**config.mk**
```make
export PLATFORM = sky130hd
export DESIGN_NAME = slot_multi
export DESIGN_NICKNAME = d
export VERILOG_FILES = /design/src/rtl/slot_pkg.sv /design/src/rtl/decimal_decoder.sv /design/src/rtl/enable_gen.sv /design/src/rtl/posedge_detector.sv /design/src/rtl/slot_reel.sv /design/src/rtl/slot_multi.sv
export SDC_FILE = /design/constraint.sdc
export NUM_CORES = 1
export LEC_CHECK = 0
export ABC_CLOCK_PERIOD_IN_PS = 3430
export BUFFER_PORTS_ARGS = -buffer_cell sky130_fd_sc_hd__buf_4
export CAP_MARGIN = 5
export CORE_UTILIZATION = 44
export CTS_BUF_LIST = sky130_fd_sc_hd__clkbuf_8 sky130_fd_sc_hd__clkbuf_16
export CTS_CLUSTER_DIAMETER = 120
export DETAILED_ROUTE_END_ITERATION = 8
export GPL_TIMING_DRIVEN = 0
export HOLD_SLACK_MARGIN = 0.12
export SLEW_MARGIN = 20
export SYNTH_ARGS = -nofsm -noshare
export SYNTH_HDL_FRONTEND = slang
export SYNTH_SLANG_ARGS = --single-unit
```
**constraint.sdc**
```tcl
create_clock -name clk -period 3.43 [get_ports clk]
set_clock_uncertainty 0.15 [all_clocks]
set_input_delay 0.5145 -clock clk [delete_from_list [all_inputs] [get_ports clk]]
set_output_delay 0.5145 -clock clk [all_outputs]
set_load 0.03 [all_outputs]
```
**src/rtl/slot_pkg.sv**
```systemverilog
// slot_pkg: shared types and constants for the multi-reel slot machine.
//   state_t    : top-level FSM states (idle, reels spinning, result shown)
//   digit_t    : one decimal reel value, 0..DIGIT_MAX
//   SEG_*      : 7-segment patterns, active-high, bit order {g,f,e,d,c,b,a}
//   digit_step : next reel value for one tick, counting up or down with wrap
package slot_pkg;

  typedef enum logic [1:0] {
    ST_IDLE   = 2'd0,
    ST_SPIN   = 2'd1,
    ST_RESULT = 2'd2
  } state_t;

  typedef logic [3:0] digit_t;

  localparam digit_t DIGIT_MAX = 4'd9;

  localparam logic [6:0] SEG_0     = 7'h3F;
  localparam logic [6:0] SEG_1     = 7'h06;
  localparam logic [6:0] SEG_2     = 7'h5B;
  localparam logic [6:0] SEG_3     = 7'h4F;
  localparam logic [6:0] SEG_4     = 7'h66;
  localparam logic [6:0] SEG_5     = 7'h6D;
  localparam logic [6:0] SEG_6     = 7'h7D;
  localparam logic [6:0] SEG_7     = 7'h07;
  localparam logic [6:0] SEG_8     = 7'h7F;
  localparam logic [6:0] SEG_9     = 7'h6F;
  localparam logic [6:0] SEG_BLANK = 7'h00;

  // Up: 0..9 -> 0. Down: 9..0 -> 9. Out-of-range values recover to a legal digit.
  function automatic digit_t digit_step(input digit_t d, input logic down);
    digit_t nxt;
    if (down) nxt = (d == 4'd0 || d > DIGIT_MAX) ? DIGIT_MAX : d - 4'd1;
    else      nxt = (d >= DIGIT_MAX) ? 4'd0 : d + 4'd1;
    return nxt;
  endfunction

endpackage

```
**src/rtl/decimal_decoder.sv**
```systemverilog
// decimal_decoder: digit to 7-segment pattern (active-high, {g,f,e,d,c,b,a}).
//   i_digit : value 0..9 (10..15 shows blank)
//   o_seg   : segment pattern
module decimal_decoder
  import slot_pkg::*;
(
  input  digit_t     i_digit,
  output logic [6:0] o_seg
);

  always_comb begin
    o_seg = SEG_BLANK;
    case (i_digit)
      4'd0: o_seg = SEG_0;
      4'd1: o_seg = SEG_1;
      4'd2: o_seg = SEG_2;
      4'd3: o_seg = SEG_3;
      4'd4: o_seg = SEG_4;
      4'd5: o_seg = SEG_5;
      4'd6: o_seg = SEG_6;
      4'd7: o_seg = SEG_7;
      4'd8: o_seg = SEG_8;
      4'd9: o_seg = SEG_9;
      default: o_seg = SEG_BLANK;
    endcase
  end

endmodule

```
**src/rtl/enable_gen.sv**
```systemverilog
// enable_gen: free-running divider producing a 1-clk enable every 2**WIDTH clocks.
//   clk     : clock
//   i_rst_n : asynchronous active-low reset (counter cleared)
//   o_en    : high for one clock when the counter is all ones
module enable_gen #(
  parameter int WIDTH = 26
) (
  input  logic clk,
  input  logic i_rst_n,
  output logic o_en
);

  logic [WIDTH-1:0] cnt;

  always_ff @(posedge clk or negedge i_rst_n) begin
    if (!i_rst_n) cnt <= '0;
    else          cnt <= cnt + WIDTH'(1);
  end

  assign o_en = &cnt;

endmodule

```
**src/rtl/posedge_detector.sv**
```systemverilog
// posedge_detector: synchronises a level, samples it on each enable and emits a
// 1-clk pulse when the new sample is 1 and the previous sample was 0.
//   clk     : clock
//   i_rst_n : asynchronous active-low reset (sync chain and last sample cleared)
//   i_en    : sample enable (button tick)
//   i_sig   : asynchronous level input, active-high
//   o_pulse : one-clock pulse on a sampled 0->1 transition
module posedge_detector (
  input  logic clk,
  input  logic i_rst_n,
  input  logic i_en,
  input  logic i_sig,
  output logic o_pulse
);

  logic sync0;
  logic sync1;
  logic prev;

  always_ff @(posedge clk or negedge i_rst_n) begin
    if (!i_rst_n) begin
      sync0 <= 1'b0;
      sync1 <= 1'b0;
      prev  <= 1'b0;
    end else begin
      sync0 <= i_sig;
      sync1 <= sync0;
      if (i_en) prev <= sync1;
    end
  end

  // The current sample is sync1 itself during the enable cycle, so the pulse
  // lands in the same clock as the sample rather than one clock later.
  assign o_pulse = i_en & sync1 & ~prev;

endmodule

```
**src/rtl/slot_reel.sv**
```systemverilog
// slot_reel: one decimal reel, advances on each tick while running.
//   clk     : clock
//   i_rst_n : asynchronous active-low reset (digit -> 0)
//   i_tick  : reel tick pulse
//   i_run   : reel allowed to move this clock
//   i_dir   : 0 = count up 0..9, 1 = count down 9..0
//   o_digit : current reel value
module slot_reel
  import slot_pkg::*;
(
  input  logic   clk,
  input  logic   i_rst_n,
  input  logic   i_tick,
  input  logic   i_run,
  input  logic   i_dir,
  output digit_t o_digit
);

  always_ff @(posedge clk or negedge i_rst_n) begin
    if (!i_rst_n)              o_digit <= '0;
    else if (i_tick && i_run)  o_digit <= digit_step(o_digit, i_dir);
  end

endmodule

```
**src/rtl/slot_multi.sv**
```systemverilog
// slot_multi: NUM_REELS-digit slot machine driven by one push button.
// First press starts every reel; each later press stops the leftmost spinning
// reel (reel 0 first). After the last stop o_win reports whether all reels
// show the same digit. A press in RESULT spins all reels again.
//   clk     : clock, rising edge
//   i_rst_n : asynchronous active-low reset
//   i_btn_n : raw push button, active-low
//   o_hex   : 7-seg pattern per reel, bits [7i+6:7i] = reel i
//   o_spin  : bit i high while reel i spins
//   o_win   : all reels equal, valid from the first RESULT cycle
//   o_busy  : high in SPIN
// Build option: define SLOT_AUTOSTOP_EN to stop reel k automatically after
// AUTOSTOP_TICKS reel ticks without a stop.
// Button handshake: a press is a single-clock pulse with no back-pressure; it
// is consumed in the clock it appears and ignored in states that do not use it.
module slot_multi
  import slot_pkg::*;
#(
  parameter int NUM_REELS      = 3,
  parameter int EN_CYCLE       = 26,
  parameter int EN_BTN_CYCLE   = 21,
  parameter int AUTOSTOP_TICKS = 8
) (
  input  logic                   clk,
  input  logic                   i_rst_n,
  input  logic                   i_btn_n,
  output logic [7*NUM_REELS-1:0] o_hex,
  output logic [NUM_REELS-1:0]   o_spin,
  output logic                   o_win,
  output logic                   o_busy
);

  localparam int KW = (NUM_REELS > 1) ? $clog2(NUM_REELS) : 1;

  if (NUM_REELS < 2 || NUM_REELS > 8) begin : g_bad_reels
    $error("slot_multi: NUM_REELS must be 2..8");
  end
  if (AUTOSTOP_TICKS < 1 || AUTOSTOP_TICKS > 255) begin : g_bad_autostop
    $error("slot_multi: AUTOSTOP_TICKS must be 1..255");
  end

  state_t               state;
  logic [KW-1:0]        k;
  logic                 reel_tick;
  logic                 btn_tick;
  logic                 press;
  logic                 auto_stop;
  logic                 stop_req;
  logic [NUM_REELS-1:0] stop_onehot;
  logic [NUM_REELS-1:0] reel_run;
  logic                 all_eq;
  digit_t               digits [NUM_REELS];

  enable_gen #(.WIDTH(EN_CYCLE)) u_reel_div (
    .clk     (clk),
    .i_rst_n (i_rst_n),
    .o_en    (reel_tick)
  );

  enable_gen #(.WIDTH(EN_BTN_CYCLE)) u_btn_div (
    .clk     (clk),
    .i_rst_n (i_rst_n),
    .o_en    (btn_tick)
  );

  posedge_detector u_btn_edge (
    .clk     (clk),
    .i_rst_n (i_rst_n),
    .i_en    (btn_tick),
    .i_sig   (~i_btn_n),
    .o_pulse (press)
  );

`ifdef SLOT_AUTOSTOP_EN
  logic [7:0] auto_cnt;

  assign auto_stop = (state == ST_SPIN) && reel_tick &&
                     (auto_cnt == 8'(AUTOSTOP_TICKS - 1));

  // Counts ticks since entering SPIN or since the last stop (press or auto).
  always_ff @(posedge clk or negedge i_rst_n) begin
    if (!i_rst_n)                          auto_cnt <= '0;
    else if (state != ST_SPIN || stop_req) auto_cnt <= '0;
    else if (reel_tick)                    auto_cnt <= auto_cnt + 8'd1;
  end
`else
  assign auto_stop = 1'b0;
`endif

  // A press and an auto-stop in the same clock collapse into one stop.
  assign stop_req = (state == ST_SPIN) && (press || auto_stop);

  always_comb begin
    stop_onehot = '0;
    for (int i = 0; i < NUM_REELS; i++) begin
      if (stop_req && k == KW'(i)) stop_onehot[i] = 1'b1;
    end
  end

  // Removing the stopping reel from the run mask makes a stop win over a
  // coincident tick: the reel keeps its pre-cycle value.
  assign reel_run = o_spin & ~stop_onehot;

  always_comb begin
    all_eq = 1'b1;
    for (int i = 1; i < NUM_REELS; i++) begin
      if (digits[i] != digits[0]) all_eq = 1'b0;
    end
  end

  for (genvar g = 0; g < NUM_REELS; g++) begin : g_reel
    localparam logic DIR_DOWN = (g % 2) == 1;

    slot_reel u_reel (
      .clk     (clk),
      .i_rst_n (i_rst_n),
      .i_tick  (reel_tick),
      .i_run   (reel_run[g]),
      .i_dir   (DIR_DOWN),
      .o_digit (digits[g])
    );

    decimal_decoder u_dec (
      .i_digit (digits[g]),
      .o_seg   (o_hex[7*g +: 7])
    );
  end

  always_ff @(posedge clk or negedge i_rst_n) begin
    if (!i_rst_n) begin
      state  <= ST_IDLE;
      k      <= '0;
      o_spin <= '0;
      o_win  <= 1'b0;
      o_busy <= 1'b0;
    end else begin
      case (state)
        ST_IDLE, ST_RESULT: begin
          if (press) begin
            state  <= ST_SPIN;
            k      <= '0;
            o_spin <= '1;
            o_win  <= 1'b0;
            o_busy <= 1'b1;
          end
        end
        ST_SPIN: begin
          if (stop_req) begin
            o_spin <= o_spin & ~stop_onehot;
            if (k == KW'(NUM_REELS - 1)) begin
              // Digits are all frozen this clock, so the compare is final.
              state  <= ST_RESULT;
              o_win  <= all_eq;
              o_busy <= 1'b0;
            end else begin
              k <= k + KW'(1);
            end
          end
        end
        default: begin
          state  <= ST_IDLE;
          k      <= '0;
          o_spin <= '0;
          o_win  <= 1'b0;
          o_busy <= 1'b0;
        end
      endcase
    end
  end

endmodule

```
== Word level (Yosys, flattened, before mapping) ==
Memories as Yosys holds them, arrays and structs flattened.
Index checks and enable logic that the tools add are counted.
Widths: inputs -> output; s select.

* Input bits: 3
* Bits in registers: 71
* RAM bits: 0
* Latch bits: 0
* Memories kept: 3
* Bits in read-only memories: 336

{| class="wikitable"
|+ Memory list
! memory !! depth !! bits a word !! read ports !! clocked after memory_dff !! write ports !! line !! text
|-
| (no name shown) || 16 || 7 || 1 || 0 || 0 || decimal_decoder.sv:13 || <nowiki>case (i_digit)</nowiki>
|-
| (no name shown) || 16 || 7 || 1 || 0 || 0 || decimal_decoder.sv:13 ||
|-
| (no name shown) || 16 || 7 || 1 || 0 || 0 || decimal_decoder.sv:13 ||
|}

* Muxes and demuxes: 27
* Div/mod/pow operators: 0
* Bitwise operators: 6
* Reduce and logical (&&, ||, !) cells: 17
* Add/sub/neg operators: 6
* Order comparisons: 3
* Multiply operators: 0
* Shift operators: 0
* Equal/unequal tests: 10

{| class="wikitable"
|+ Operators with widths
! cell !! count
|-
| $add 26x1->26 const B || 1
|-
| $reduce_and 26->1 || 1
|-
| $add 21x1->21 const B || 1
|-
| $reduce_and 21->1 || 1
|-
| $mux 2 || 6
|-
| $mux 4 || 3
|-
| $mux 1 || 11
|-
| $add 4x1->4 const B || 2
|-
| $ge 4x4->1 const B || 2
|-
| $ne 4x4->1 || 2
|-
| $pmux 2 s2 || 2
|-
| $logic_and 1x1->1 || 7
|-
| $mux 3 || 2
|-
| $ne 2x2->1 const B || 3
|-
| $pmux 3 s2 || 1
|-
| $reduce_and 3->1 || 2
|-
| $eq 2x1->1 const B || 2
|-
| $eq 2x2->1 const B || 2
|-
| $gt 4x4->1 const B || 1
|-
| $logic_not 2->1 || 2
|-
| $logic_not 4->1 || 1
|-
| $pmux 1 s2 || 2
|-
| $sub 4x1->4 const B || 1
|-
| $and 3x3->3 || 1
|-
| other kinds (8) || 10
|}

== Longest topological paths before layout ==
* Depth in word-level cells: 10
* Gate-level depth with buffers: 7
* Depth with buffers taken out: 7

== Hierarchy ==
From an unflattened synthesis, not the netlist that was laid out.

* Cell total of the unflattened synthesis: 459
* Area total of the unflattened synthesis: 4536.9 µm²

{| class="wikitable"
|+ By module, submodules not included
! module !! instances !! area an instance (µm²) !! seq. area each (µm²) !! cells each
|-
| enable_gen at u_reel_div || 1 || 1196.1 || 650.6 || 100
|-
| slot_reel || 3 || 357.8 || 100.1 || 42
|-
| enable_gen at u_btn_div || 1 || 958.4 || 525.5 || 82
|-
| slot_multi || 1 || 569.3 || 225.2 || 64
|-
| decimal_decoder at g_reel[0].u_dec ... || 2 || 219.0 || 0.0 || 28
|-
| decimal_decoder at g_reel[1].u_dec || 1 || 201.4 || 0.0 || 26
|-
| posedge_detector || 1 || 100.1 || 75.1 || 5
|}

== Least setup slack after synthesis ==
Ideal clock, no wire load.

* Path kind: reg-to-output
* Start point: register g_reel[0].u_reel.o_digit[1]
* End point: output o_hex[3]
* Stages on the path, launching flop included: 5
* Setup slack: 1.145 ns
* Arrival time: 1.620 ns
* Data required time: 2.765 ns
* Cells stage by stage: dfrtp_1 inv_1 ha_1 inv_1 o21ai_0

* Longest elaborated chain between the ends: 1

{| class="wikitable"
|+ Ends and longest elaborated chain
! what !! line !! text
|-
| start, declared || slot_reel.sv:16 || <nowiki>output digit_t o_digit</nowiki>
|-
| start signal, assigned || slot_reel.sv:21 || <nowiki>else if (i_tick && i_run) o_digit <= digit_step(o_digit, i_dir);</nowiki>
|-
| $mem_v2 16x7 || - ||
|-
| end, declared || slot_multi.sv:27 || <nowiki>output logic [7*NUM_REELS-1:0] o_hex,</nowiki>
|}

Every way passes these cells.

== Worst setup path after layout ==
* Start point: register g_reel[1].u_reel.o_digit[1]
* End point: output o_hex[11]

* Longest elaborated chain between the ends: 1

{| class="wikitable"
|+ Ends and longest elaborated chain
! what !! line
|-
| start, declared || slot_reel.sv:16
|-
| start signal, assigned || slot_reel.sv:21
|-
| $mem_v2 16x7 || -
|}

Every way passes these cells.

==> flow_summary.toml <==
[layout]
final_common_cell = "dfrtp_1"
n_antenna_cell = 0
fillers = 816
syn_to_final_growth_pct = 13.6
layout-drive-gt1-share_pct = 11.8
final_nets = 461
layout_common_cells = "71 x dfrtp_1, 42 x nand2_1, 31 x xnor2_1"

[yosys]
synth_top_area_cell = "dfrtp_1"
async_flop_share_pct = 100
synth_seq_area_share_pct = 45.2
synth-compound-area-share_pct = 9.76
synthMuxAreaShare_pct = 2.38
ys_warn_count = 0
synth_xor_area_share_pct = 10.2
synth_nets = 422
synthAdderAreaFrac_pct = 7.63
synth_top_area_share_pct = 45.2
synth_simple_gate_area_share_pct = 21.3
synth_top_family_by_area = "simple AND/OR/NAND/NOR gates"
synth_edf_count = 0
synth_seq_cells = 71
ys.flop_type = "dfrtp_1"
ys_types = 50
avgSynthCellArea_um2 = 9.96
synthCells = 395
synth_area_mm2 = 0.00394
netlist_top_cells_area = "dfrtp_1 45%, ha_1 7.6%, xnor2_1 6.9%"

[power_and_ir_drop]
power_mw = 1.50
powerDensity_mw_per_mm2 = 336
cellLeakagePower_nw = 2.14
ir_drop_mv = 0.258

[clocking]
h-tree-depth = 3
cts_sinks = 71
cts_tree = "built"
numCtsBuffers = 9
path_clk_slew_ns = 0.07
cts_hold_buf = 0
cts_buffer_depth = 2
root_buffer = "clkbuf_8"
postCtsSetupRepairBufs = 0
cts_resized = 0
clk_latency_ns = 0.34

[setup_path]
cp-end-kind = "output pin"
crit_fanout = 7
crit_type = "reg -> out"
critPathLaunchType = "flop"
cp.required_ns = 2.77
arrival_ns = 1.91

[timing]
final.period_utilization_pct = 75.0
hold_viol_final = 0
finalSetupViolations = 0
final_max_slew_viol_count = 0
fin_crit_ns = 2.57
timing.fmax_mhz = 389
rsz0062_at_grt = "no"
max_slew_margin_pct = 39.8
worstMarginPinSlew_ns = 0.903
fin_setup_tns_ns = 0

[die]
core_mm2 = 0.00868
die_y_um = 96.6
io_pins = 29
die-width_um = 96.6
start_util_pct = 45.3
die_area_mm2 = 0.00933
row_count = 34

[routing]
wirelength_met1_mm = 3.83
drt_iter0_markers = 182
wl_per_cell_um = 13.7
highest_layer = "met4"
wl_met2_mm = 3.35
drc_errors = 0
num_vias = 2937
drt_pass1_iterations = 5
wl_met3_um = 253
final_antenna_net_count = 0
routed_wl_mm = 7.50
vias_per_cell = 5.37

[job]
maxCapViolCount = 0

[place]
dp_hpwl_mm = 5.28
port_buffers = 28
routabilityCongestion = 0.822

[grt]
grt_max_degree = 72
grt_pass1_wl_mm = 12.3
antenna_found_initial = 0
grt_pass1_vias = 2590
grt.total_usage_pct = 17.1
overflow = 0

[min_path]
hold_path.class = "in -> async"

[outcome]
status = "finished clean"
==> cell type report <==
| class | count | area (um^2) | area share, % |
|---|---|---|---|
| plain buffers | 9 | 42.5 | 0.951 |
| clock buffers | 10 | 138 | 3.08 |
| clock inverters | 6 | 53.8 | 1.20 |
| inverters | 26 | 97.6 | 2.18 |
| multi-input cells | 289 | 2020 | 45.1 |
| flip-flops and latches | 71 | 1780 | 39.7 |
| well taps | 108 | 135 | 3.02 |
| repair buffers | 28 | 210 | 4.70 |
==> metal layers <==
metal	global-route usage [%]	vias to the layer above
li1	-	1473
met2	26.1	45
met5	0	-
met1	24.0	1411
met3	3.76	8
met4	5.76	0
==> final timing paths <==
path / cells after the start / start / end / slack (ns)
setup / recovery: 5 / g_reel[1].u_reel.o_digit[1] / o_hex[11] / 0.86
hold / removal: 1 / i_rst_n / g_reel[0].u_reel.o_digit[2] / 0.11
setup reg to reg: 7 / u_btn_div.cnt[0] / g_reel[0].u_reel.o_digit[1] / 1.13
hold reg to reg: 0 / u_btn_edge.sync0 / u_btn_edge.sync1 / 0.20
max in group asynchronous: 1 / i_rst_n / u_reel_div.cnt[16] / 2.39
min in group clk: 2 / i_btn_n / u_btn_edge.sync0 / 0.17
==> worst max-delay path, stage by stage (launching register included) <==
cell and delay, ns:
dfrtp_1 0.48, inv_1 0.24, ha_1 0.33, ha_1 0.19, a2bb2oi_1 0.15, buf_4 0.18
==> state kept, by name (all words and copies together), names as in the netlist, 2 cells and up <==
signal / count
g_reel.u_reel.o_digit: 12
o_spin: 3
u_btn_div.cnt: 21
u_reel_div.cnt: 26
k: 2
state: 2
==> cell families after synthesis <==
kind of cell	after synthesis
AO/OA/AOI/OAI	59
adder cells (fa/ha/maj)	24
XOR/XNOR	46
AND/OR/NAND/NOR	151
flip-flops	71
multiplexers	9
buffers and inverters	35
==> power breakdown <==
| group | switching [mW] | leakage [nW] | internal (mW) |
|---|---|---|---|
| Clock | 0.300 | 0.106 | 0.347 |
| Combinational | 0.0166 | 1.07 | 0.00193 |
| Sequential | 0.000486 | 0.959 | 0.838 |
| Total | 0.317 | 2.14 | 1.19 |
==> Yosys cell counts (3+ instances only) <==
cell type / n
nand2_1: 42
mux2i_1: 6
nor2_1: 21
a2bb2oi_1: 4
nor4_1: 3
and4_1: 6
xor2_1: 15
o22ai_1: 6
a41o_1: 4
ha_1: 24
dfrtp_1: 71
nand3_1: 26
o21ai_0: 23
a21o_1: 3
nor3_1: 9
nor2b_1: 3
inv_1: 26
nand4_1: 18
nand2b_1: 3
and3_1: 5
clkbuf_1: 6
xnor2_1: 31
a21oi_1: 3
==> per-stage QoR <==
step / hold slack, ns / cell area [um^2] / instances / utilization [%] / worst slack (ns)
finish: 0.113 / 4470 / 547 / 51.5 / 0.859
global placement: 0.191 / 4280 / 531 / 49.3 / 1.21
global route: 0.151 / 4470 / 547 / 51.5 / 0.704
detailed placement: 0.192 / 4280 / 531 / 49.3 / 1.17
CTS: 0.154 / 4470 / 547 / 51.5 / 0.853
floorplan: 0.0689 / 3940 / 395 / - / 1.15
Power figures use the tool's default switching activity.
